[config.mk]
export PLATFORM = sky130hd
export DESIGN_NAME = cp0_unit
export DESIGN_NICKNAME = d
export VERILOG_FILES = /design/src/rtl/cp0_unit_pkg.sv /design/src/rtl/cp0_unit.sv
export SDC_FILE = /design/constraint.sdc
export NUM_CORES = 1
export LEC_CHECK = 0
export CORE_MARGIN = 10
export CORE_UTILIZATION = 45
export DETAILED_ROUTE_END_ITERATION = 8
export PLACE_DENSITY = 0.87
export SETUP_SLACK_MARGIN = 0.4
export SYNTH_ARGS = -nofsm -noshare
export SYNTH_HDL_FRONTEND = slang
export SYNTH_SLANG_ARGS = --single-unit
[constraint.sdc]
create_clock -name clk -period 4.25 [get_ports clk]
set_input_delay 1.275 -clock clk [delete_from_list [all_inputs] [get_ports clk]]
set_output_delay 1.275 -clock clk [all_outputs]
set_load 0.05 [all_outputs]
[src/rtl/cp0_unit_pkg.sv]
// Shared definitions for Coprocessor 0 of the P7 MIPS pipeline.
// Holds CP0 register numbers, SR/Cause bit positions, exception codes,
// the exception handler vector and a word-alignment helper.
package cp0_unit_pkg;

  // CP0 register numbers addressed by mfc0/mtc0
  localparam logic [4:0] CP0_SR    = 5'd12;
  localparam logic [4:0] CP0_CAUSE = 5'd13;
  localparam logic [4:0] CP0_EPC   = 5'd14;
  localparam logic [4:0] CP0_PRID  = 5'd15;

  // SR / Cause field positions
  localparam int SR_IE_BIT    = 0;
  localparam int SR_EXL_BIT   = 1;
  localparam int IP_IM_LO     = 10;
  localparam int CAUSE_BD_BIT = 31;
  localparam int EXC_LO       = 2;

  // Exception codes carried down the pipeline
  localparam logic [4:0] EXC_INT  = 5'd0;
  localparam logic [4:0] EXC_ADEL = 5'd4;
  localparam logic [4:0] EXC_ADES = 5'd5;
  localparam logic [4:0] EXC_RI   = 5'd10;
  localparam logic [4:0] EXC_OV   = 5'd12;

  // Fetch redirect target whenever IntReq is taken
  localparam logic [31:0] HANDLER_VEC = 32'h0000_4180;

  // EPC is always kept on a word boundary
  function automatic logic [31:0] word_align(input logic [31:0] addr);
    return {addr[31:2], 2'b00};
  endfunction

endpackage

[src/rtl/cp0_unit.sv]
// Coprocessor 0 attached at the M stage.
// Holds SR, Cause, EPC and PRId and arbitrates hardware interrupts against
// synchronous exceptions coming down the E/M pipeline register.
// Ports:
//   clk, reset (async, active-low)
//   A1        mfc0 read register number       -> DOut (combinational)
//   A2/DIn/WE mtc0 write register/data/enable
//   EXLClr    eret in M stage
//   PC_M, PC_Alt, BD_M, ExcCode_M  M-stage instruction context
//   HWInt     level-sensitive device interrupt lines
//   IntReq    flush pipeline and redirect fetch to the handler
//   EPC       eret return target (bypasses a same-cycle mtc0 EPC)
module cp0_unit
  import cp0_unit_pkg::*;
#(
  parameter logic [31:0] PRID_VALUE = 32'h2021_0007,
  parameter int          HWINT_W    = 6
) (
  input  logic               clk,
  input  logic               reset,
  input  logic [4:0]         A1,
  input  logic [4:0]         A2,
  input  logic [31:0]        DIn,
  input  logic               WE,
  input  logic               EXLClr,
  input  logic [31:0]        PC_M,
  input  logic [31:0]        PC_Alt,
  input  logic               BD_M,
  input  logic [6:2]         ExcCode_M,
  input  logic [HWINT_W+1:2] HWInt,
  output logic               IntReq,
  output logic [31:0]        EPC,
  output logic [31:0]        DOut
);

  logic [HWINT_W-1:0] sr_im;
  logic               sr_exl;
  logic               sr_ie;
  logic               cause_bd;
  logic [HWINT_W-1:0] cause_ip;
  logic [4:0]         cause_exc;
  logic [31:0]        epc_reg;

  logic        int_pend;
  logic        exc_pend;
  logic [31:0] trap_base;
  logic [31:0] trap_epc;
  logic [31:0] sr_value;
  logic [31:0] cause_value;
  logic        wr_sr;
  logic        wr_epc;

  // Interrupt/exception arbitration; held low while reset is asserted
  always_comb begin
    int_pend = (|(HWInt & sr_im)) & sr_ie & ~sr_exl;
    exc_pend = (ExcCode_M != 5'd0) & ~sr_exl;
    IntReq   = reset & (int_pend | exc_pend);
  end

  // A bubble in M has PC 0, so the next older live instruction's PC is used;
  // a delay-slot instruction returns to its branch
  always_comb begin
    trap_base = (PC_M != 32'd0) ? PC_M : PC_Alt;
    trap_epc  = word_align(trap_base - (BD_M ? 32'd4 : 32'd0));
    wr_sr     = WE & (A2 == CP0_SR);
    wr_epc    = WE & (A2 == CP0_EPC);
  end

  // Architectural state; a taken trap discards the flushed mtc0/eret
  always_ff @(posedge clk or negedge reset) begin
    if (!reset) begin
      sr_im     <= '0;
      sr_exl    <= 1'b0;
      sr_ie     <= 1'b0;
      cause_bd  <= 1'b0;
      cause_ip  <= '0;
      cause_exc <= 5'd0;
      epc_reg   <= 32'd0;
    end else begin
      cause_ip <= HWInt;
      if (IntReq) begin
        sr_exl    <= 1'b1;
        cause_bd  <= BD_M;
        cause_exc <= int_pend ? EXC_INT : ExcCode_M;
        epc_reg   <= trap_epc;
      end else begin
        if (wr_sr) begin
          sr_im  <= DIn[IP_IM_LO +: HWINT_W];
          sr_exl <= DIn[SR_EXL_BIT];
          sr_ie  <= DIn[SR_IE_BIT];
        end
        if (wr_epc) begin
          epc_reg <= word_align(DIn);
        end
        // Ordered after the mtc0 SR write so an eret clears EXL last
        if (EXLClr) begin
          sr_exl <= 1'b0;
        end
      end
    end
  end

  // Readback views of SR and Cause with unimplemented bits forced to 0
  always_comb begin
    sr_value                            = 32'd0;
    sr_value[IP_IM_LO +: HWINT_W]       = sr_im;
    sr_value[SR_EXL_BIT]                = sr_exl;
    sr_value[SR_IE_BIT]                 = sr_ie;
    cause_value                         = 32'd0;
    cause_value[CAUSE_BD_BIT]           = cause_bd;
    cause_value[IP_IM_LO +: HWINT_W]    = cause_ip;
    cause_value[EXC_LO +: 5]            = cause_exc;
  end

  // mfc0 returns pre-edge register contents
  always_comb begin
    DOut = 32'd0;
    case (A1)
      CP0_SR:    DOut = sr_value;
      CP0_CAUSE: DOut = cause_value;
      CP0_EPC:   DOut = epc_reg;
      CP0_PRID:  DOut = PRID_VALUE;
      default:   DOut = 32'd0;
    endcase
  end

  // Forward a same-cycle mtc0 EPC so a following eret sees the new target
  always_comb begin
    EPC = wr_epc ? word_align(DIn) : epc_reg;
  end

endmodule
# --- Yosys cells after proc, flatten, opt, wreduce, memory -nomap -nowiden ---
# Cells that the tools add are included.
op_classes:
  eq_ne: 6
  n_shift: 0
  magnitude_cmp: 0
  n_reduce_logical: 5
  n_addsub: 1
  n_div: 0
  muxes: 9
  multipliers: 0
  n_bitwise: 10
op_table:
  columns: ["operator", "n"]
  rows:
  - ["$pmux W32 S4", 1]
  - ["$mux W32", 3]
  - ["$reduce_bool A32 Y1", 1]
  - ["$sub A32 B3 Y32", 1]
  - ["$eq A5 B4 Y1 const B", 6]
  - ["$and A1 B1 Y1", 6]
  - ["$and A6 B6 Y6", 1]
  - ["$reduce_or A6 Y1", 1]
  - ["$mux W5", 1]
  - ["$reduce_bool A5 Y1", 1]
  - ["$mux W1", 3]
  - ["$mux W3", 1]
  - ["$reduce_bool A3 Y1", 1]
  - ["$not A1 Y1", 2]
  - ["$reduce_and A2 Y1", 1]
  - ["$or A1 B1 Y1", 1]
totals:
  n_memories: 0
  wordCells: 38
  latchBits: 0
  ram_bits: 0
  reg_bits: 52
  out_inout_bits: 65
  rom_bits: 0

# --- Logic depth before layout (Yosys ltp) ---
depth:
  word_depth: 8
  mapped_depth: 16

# --- Least setup slack after synthesis ---
# OpenSTA, ideal clock, no wires.
synth_path:
  path_type: "input to register"
  start: "input PC_M[16]"
  end: "register epc_reg[20]"
  t_arrival_ns: 4.323
  slack_ns: -0.154
  path_stages: 16
  required_ns: 4.168
  setup_ns: 0.082
  path_cell_list: "or4_1 > or4_1 > buf_2 > nor4_2 > buf_2 > buf_2 > a21oi_1 > ha_1 > ha_1 > nand2b_1 > nor3_1 > nand2_1 > a21oi_1 > a41oi_1 > a31oi_1 > a31oi_1"
synth_between:
  elab_chain_cells: 4
synth_lines:
  columns: ["element", "line_no", "source"]
  rows:
  - ["start: declaration", "cp0_unit.sv:26", "input logic [31:0] PC_M,"]
  - ["$reduce_bool A32 Y1", "cp0_unit.sv:63", "trap_base = (PC_M != 32'd0) ? PC_M : PC_Alt;"]
  - ["$mux W32 *", "cp0_unit.sv:63", null]
  - ["$sub A32 B3 Y32 *", "cp0_unit.sv:64", "trap_epc = word_align(trap_base - (BD_M ? 32'd4 : 32'd0));"]
  - ["$mux W32 *", "cp0_unit.sv:81", "if (IntReq) begin"]
  - ["end signal: assignment", "cp0_unit.sv:85", "epc_reg <= trap_epc;"]
  - ["end signal: assignment", "cp0_unit.sv:93", "epc_reg <= word_align(DIn);"]
  - ["end: declaration", "cp0_unit.sv:42", "logic [31:0] epc_reg;"]
# Every way passes the cells marked *; elsewhere a longest branch is shown, timed or not.
# A chain may end at the register's enable or synchronous reset.

# --- Worst setup path in the final report ---
layout_path:
  start: "input PC_M[10]"
  end: "register epc_reg[14]"
# Same word-level chain as after synthesis.

==> impl_metrics.py <==
metrics = {
    "outcome": {
        "status": "completed",
    },
    "synth": {
        "syn_area_per_cell_um2": 8.11,
        "yosysUniqueCellTypes": 57,
        "seq_area_frac_synth_pct": 33.0,
        "yosys-top-cells-area": "dfrtp_1, mux2_2, nor2_1",
        "synthArstFlopShare_pct": 100,
        "yosys.area.top_type": "dfrtp_1",
        "ys_warn_count": 0,
        "synth-seq-cells": 52,
        "yosysTopAreaCellShare_pct": 33.0,
        "synthesis.area_um2": 3950,
        "synth_edf_count": 0,
        "syn_inst": 487,
        "syn_nets": 611,
        "synthFlopType": "dfrtp_1",
    },
    "cts": {
        "cts_hold_buf": 0,
        "cts_num_sinks": 52,
        "clkSlewWorstSetupHoldPaths_ns": 0.11,
        "root_buffer": "clkbuf_8",
        "insertion_delay_ns": 0.31,
        "cts_max_level": 2,
        "cts_tree": "yes",
        "numCtsBuffers": 5,
        "cts_buffer_depth": 2,
    },
    "die": {
        "rows": 34,
        "dieHeight_um": 114,
        "die_area_um2": 12900,
        "initial_core_util_pct": 45.7,
        "ioPinCount": 187,
        "die_w_um": 114,
        "core_area_um2": 8640,
    },
    "sta": {
        "min_period_over_period_pct": 91.2,
        "skew_ns": 0.00851,
        "maxSlewViolCount": 0,
        "max_freq_mhz": 258,
        "finalSetupViolCount": 0,
        "rsz0062_at_grt": "true",
        "max-slew-margin-rel_pct": 53.5,
        "min_period_ns": 3.88,
        "timing.final.hold_violations": 0,
        "worstMarginPinSlew_ns": 0.697,
    },
    "global_route": {
        "grt_pass1_wl_mm": 29.3,
        "antenna_found_initial": 0,
        "grt_pass1_vias": 5482,
        "grt_overflow": 0,
        "grt_use_met3_pct": 8.61,
        "grt.total_usage_pct": 28.1,
        "grt_max_degree": 53,
        "grt_util_met1_pct": 30.6,
        "top_usage_layer": "met2",
        "gr-usage-met2_pct": 49.0,
    },
    "cells_and_area": {
        "largest_reg_flops": 32,
        "syn2layout_area_growth_pct": 92.8,
        "final_util_pct": 88.1,
        "drive_above_1_share_pct": 41.3,
        "nNetsFinal": 873,
        "num_antenna_cells": 0,
    },
    "flow_run": {
        "drv_cap": 0,
    },
    "setup_path": {
        "critPathRequiredTime_ns": 4.50,
        "critPathMaxFanout": 4,
        "crit_top_cell": "a21oi_2",
        "startpoint_type": "primary input",
        "cp_slowest_cell": "or4_4",
        "critical_path_class": "primary input to flop",
        "path_cells": "clkbuf_2 -> or4_4 -> or3_4 -> nor4_4 -> a21oi_2 -> ha_2 -> buf_6 -> ha_4 -> nand2b_4 -> nor3_4 -> o41a_1 -> nand2b_1 -> o211ai_1 -> o311a_1 -> a21oi_2",
        "worst_ep_arrival_time_ns": 4.13,
        "endpoint_kind": "flop",
        "slowest_delay_ns": 0.54,
    },
    "detailed_routing": {
        "dr.pass1.iters": 8,
        "drc_errors": 0,
        "drtAntennaViolNets": 0,
        "wirelength_mm": 21.9,
        "first_iter_violations": 687,
        "num_vias": 5601,
        "wire_per_inst_um": 25.5,
        "routed_via_density": 6.53,
    },
    "power_and_ir_drop": {
        "p_comb_share_pct": 51.1,
        "pwr-share-clk_pct": 17.4,
        "leakage_nw": 3.36,
        "p_seq_share_pct": 31.5,
        "p_total_mw": 2.11,
        "sw_frac_of_total_pct": 42.1,
        "peakVddDrop_mv": 0.158,
        "intPower_mw": 1.22,
        "switchingPower_mw": 0.890,
        "p_per_area_nw_per_um2": 278,
    },
    "place": {
        "io_buffers": 184,
        "place_hpwl_mm": 13.7,
        "gp_congestion": 0.950,
    },
    "hold_path": {
        "hold_class": "flop to flop",
    },
}
layer usage:
layer  vias to the layer above  part of all wire (%)  wire length [um]
met2                       485                    48             10500
met1                      2648                    35              7620
met4                         0                   6.5              1420
met3                       141                    11              2300
met5                         -                     0                 0
li1                       2327                     -                 -
area by class of cell:
cell class / count / area (um2)
timing repair buffer: 281 / 3130
inverter: 2 / 7.51
clock inverter: 3 / 46.3
sequential: 52 / 1300
tap: 108 / 135
fill: 398 / 1030
clock buffer: 5 / 68.8
multi-input combinational: 407 / 2920
kinds of logic (layout without fill, tap and decap cells):
family / count (synthesis) / count (layout) / share of synthesized area (%)
adders and majority gates: 2 / 2 / 0.634
xor gates and xnor gates: 14 / 14 / 3.11
muxes: 44 / 44 / 12.3
DFF: 52 / 52 / 33.0
AOI/OAI and AO/OA: 132 / 132 / 21.1
and+or+nand+nor: 215 / 215 / 26.8
buffers and inverters: 28 / 291 / 3.04
cell usage after synthesis, types with 6 or more instances:
| library cell | count |
|---|---|
| mux2_2 | 37 |
| nor3_1 | 16 |
| a21oi_1 | 58 |
| a22oi_1 | 8 |
| dfrtp_1 | 52 |
| clkbuf_1 | 16 |
| and2_1 | 19 |
| or4_1 | 10 |
| xor2_1 | 9 |
| nand2_1 | 33 |
| buf_2 | 6 |
| nand3_1 | 15 |
| o21ai_0 | 17 |
| nor2_1 | 83 |
| a31oi_1 | 6 |
| nor4_1 | 13 |
| or3_1 | 7 |
| mux2i_1 | 7 |
per-stage QoR:
stage / cells / setup TNS (ns) / worst slack [ns] / hold WS, ns / area [um2]
6_report: 858 / 0 / 0.372 / 0.543 / 7610
5_1_grt: 858 / 0 / 0.309 / 0.558 / 7610
4_1_cts: 851 / 0 / 0.287 / 0.491 / 7260
3_5_place_dp: 827 / -4.63 / -0.309 / 0.467 / 6790
3_3_place_gp: 827 / -3.52 / -0.276 / 0.452 / 6790
2_1_floorplan: 487 / 0 / 0.130 / 0.439 / 4090
what timing repair did:
item                       CTS  global route
pin swaps                   28            26
resized for setup           78           104
setup endpoints to repair   88            70
gates cloned                 2             2
setup buffers               14             5
power by group through the flow:
stage / clock (mW) / combinational [mW] / sequential, mW
after global placement: 0 / 0.903 / 0.648
final: 0.368 / 1.08 / 0.667
after CTS: 0.365 / 0.975 / 0.646
after global routing: 0.387 / 1.12 / 0.672
after floorplan: 0 / 0.538 / 0.631
after detailed placement: 0 / 0.925 / 0.656
placed cells by master, fill, tap and decap left out, types with 11 or more instances in the layout:
cell type         n
buf_4            83
o21ai_0          15
nor2_2           18
nand3_1          11
buf_12           39
nor3_1           13
dfrtp_1          52
a21oi_1          50
nor2_1           64
buf_6            32
dlymetal6s2s_1   27
and2_4           15
clkdlybuf4s50_1  75
mux2_2           33
nand2_1          29
worst max-delay path, delay by kind of cell:
kind,cells,cell delay [ns]
compound gates,5,0.74
fa+ha+maj,2,0.35
buf+inv,2,0.22
simple gates,6,1.54
final timing paths:
kind	startpoint	end	slack [ns]	cells past startpoint
max in group asynchronous	reset	epc_reg[20]	2.64	2
setup reg to reg	sr_im[2]	sr_im[3]	1.69	11
setup / recovery	PC_M[10]	epc_reg[14]	0.37	15
hold reg to reg	cause_exc[1]	cause_exc[1]	0.54	2
hold / removal	cause_exc[1]	cause_exc[1]	0.54	2
min in group asynchronous	reset	epc_reg[3]	1.15	2
Note: power is estimated with default switching activity, not from simulation.
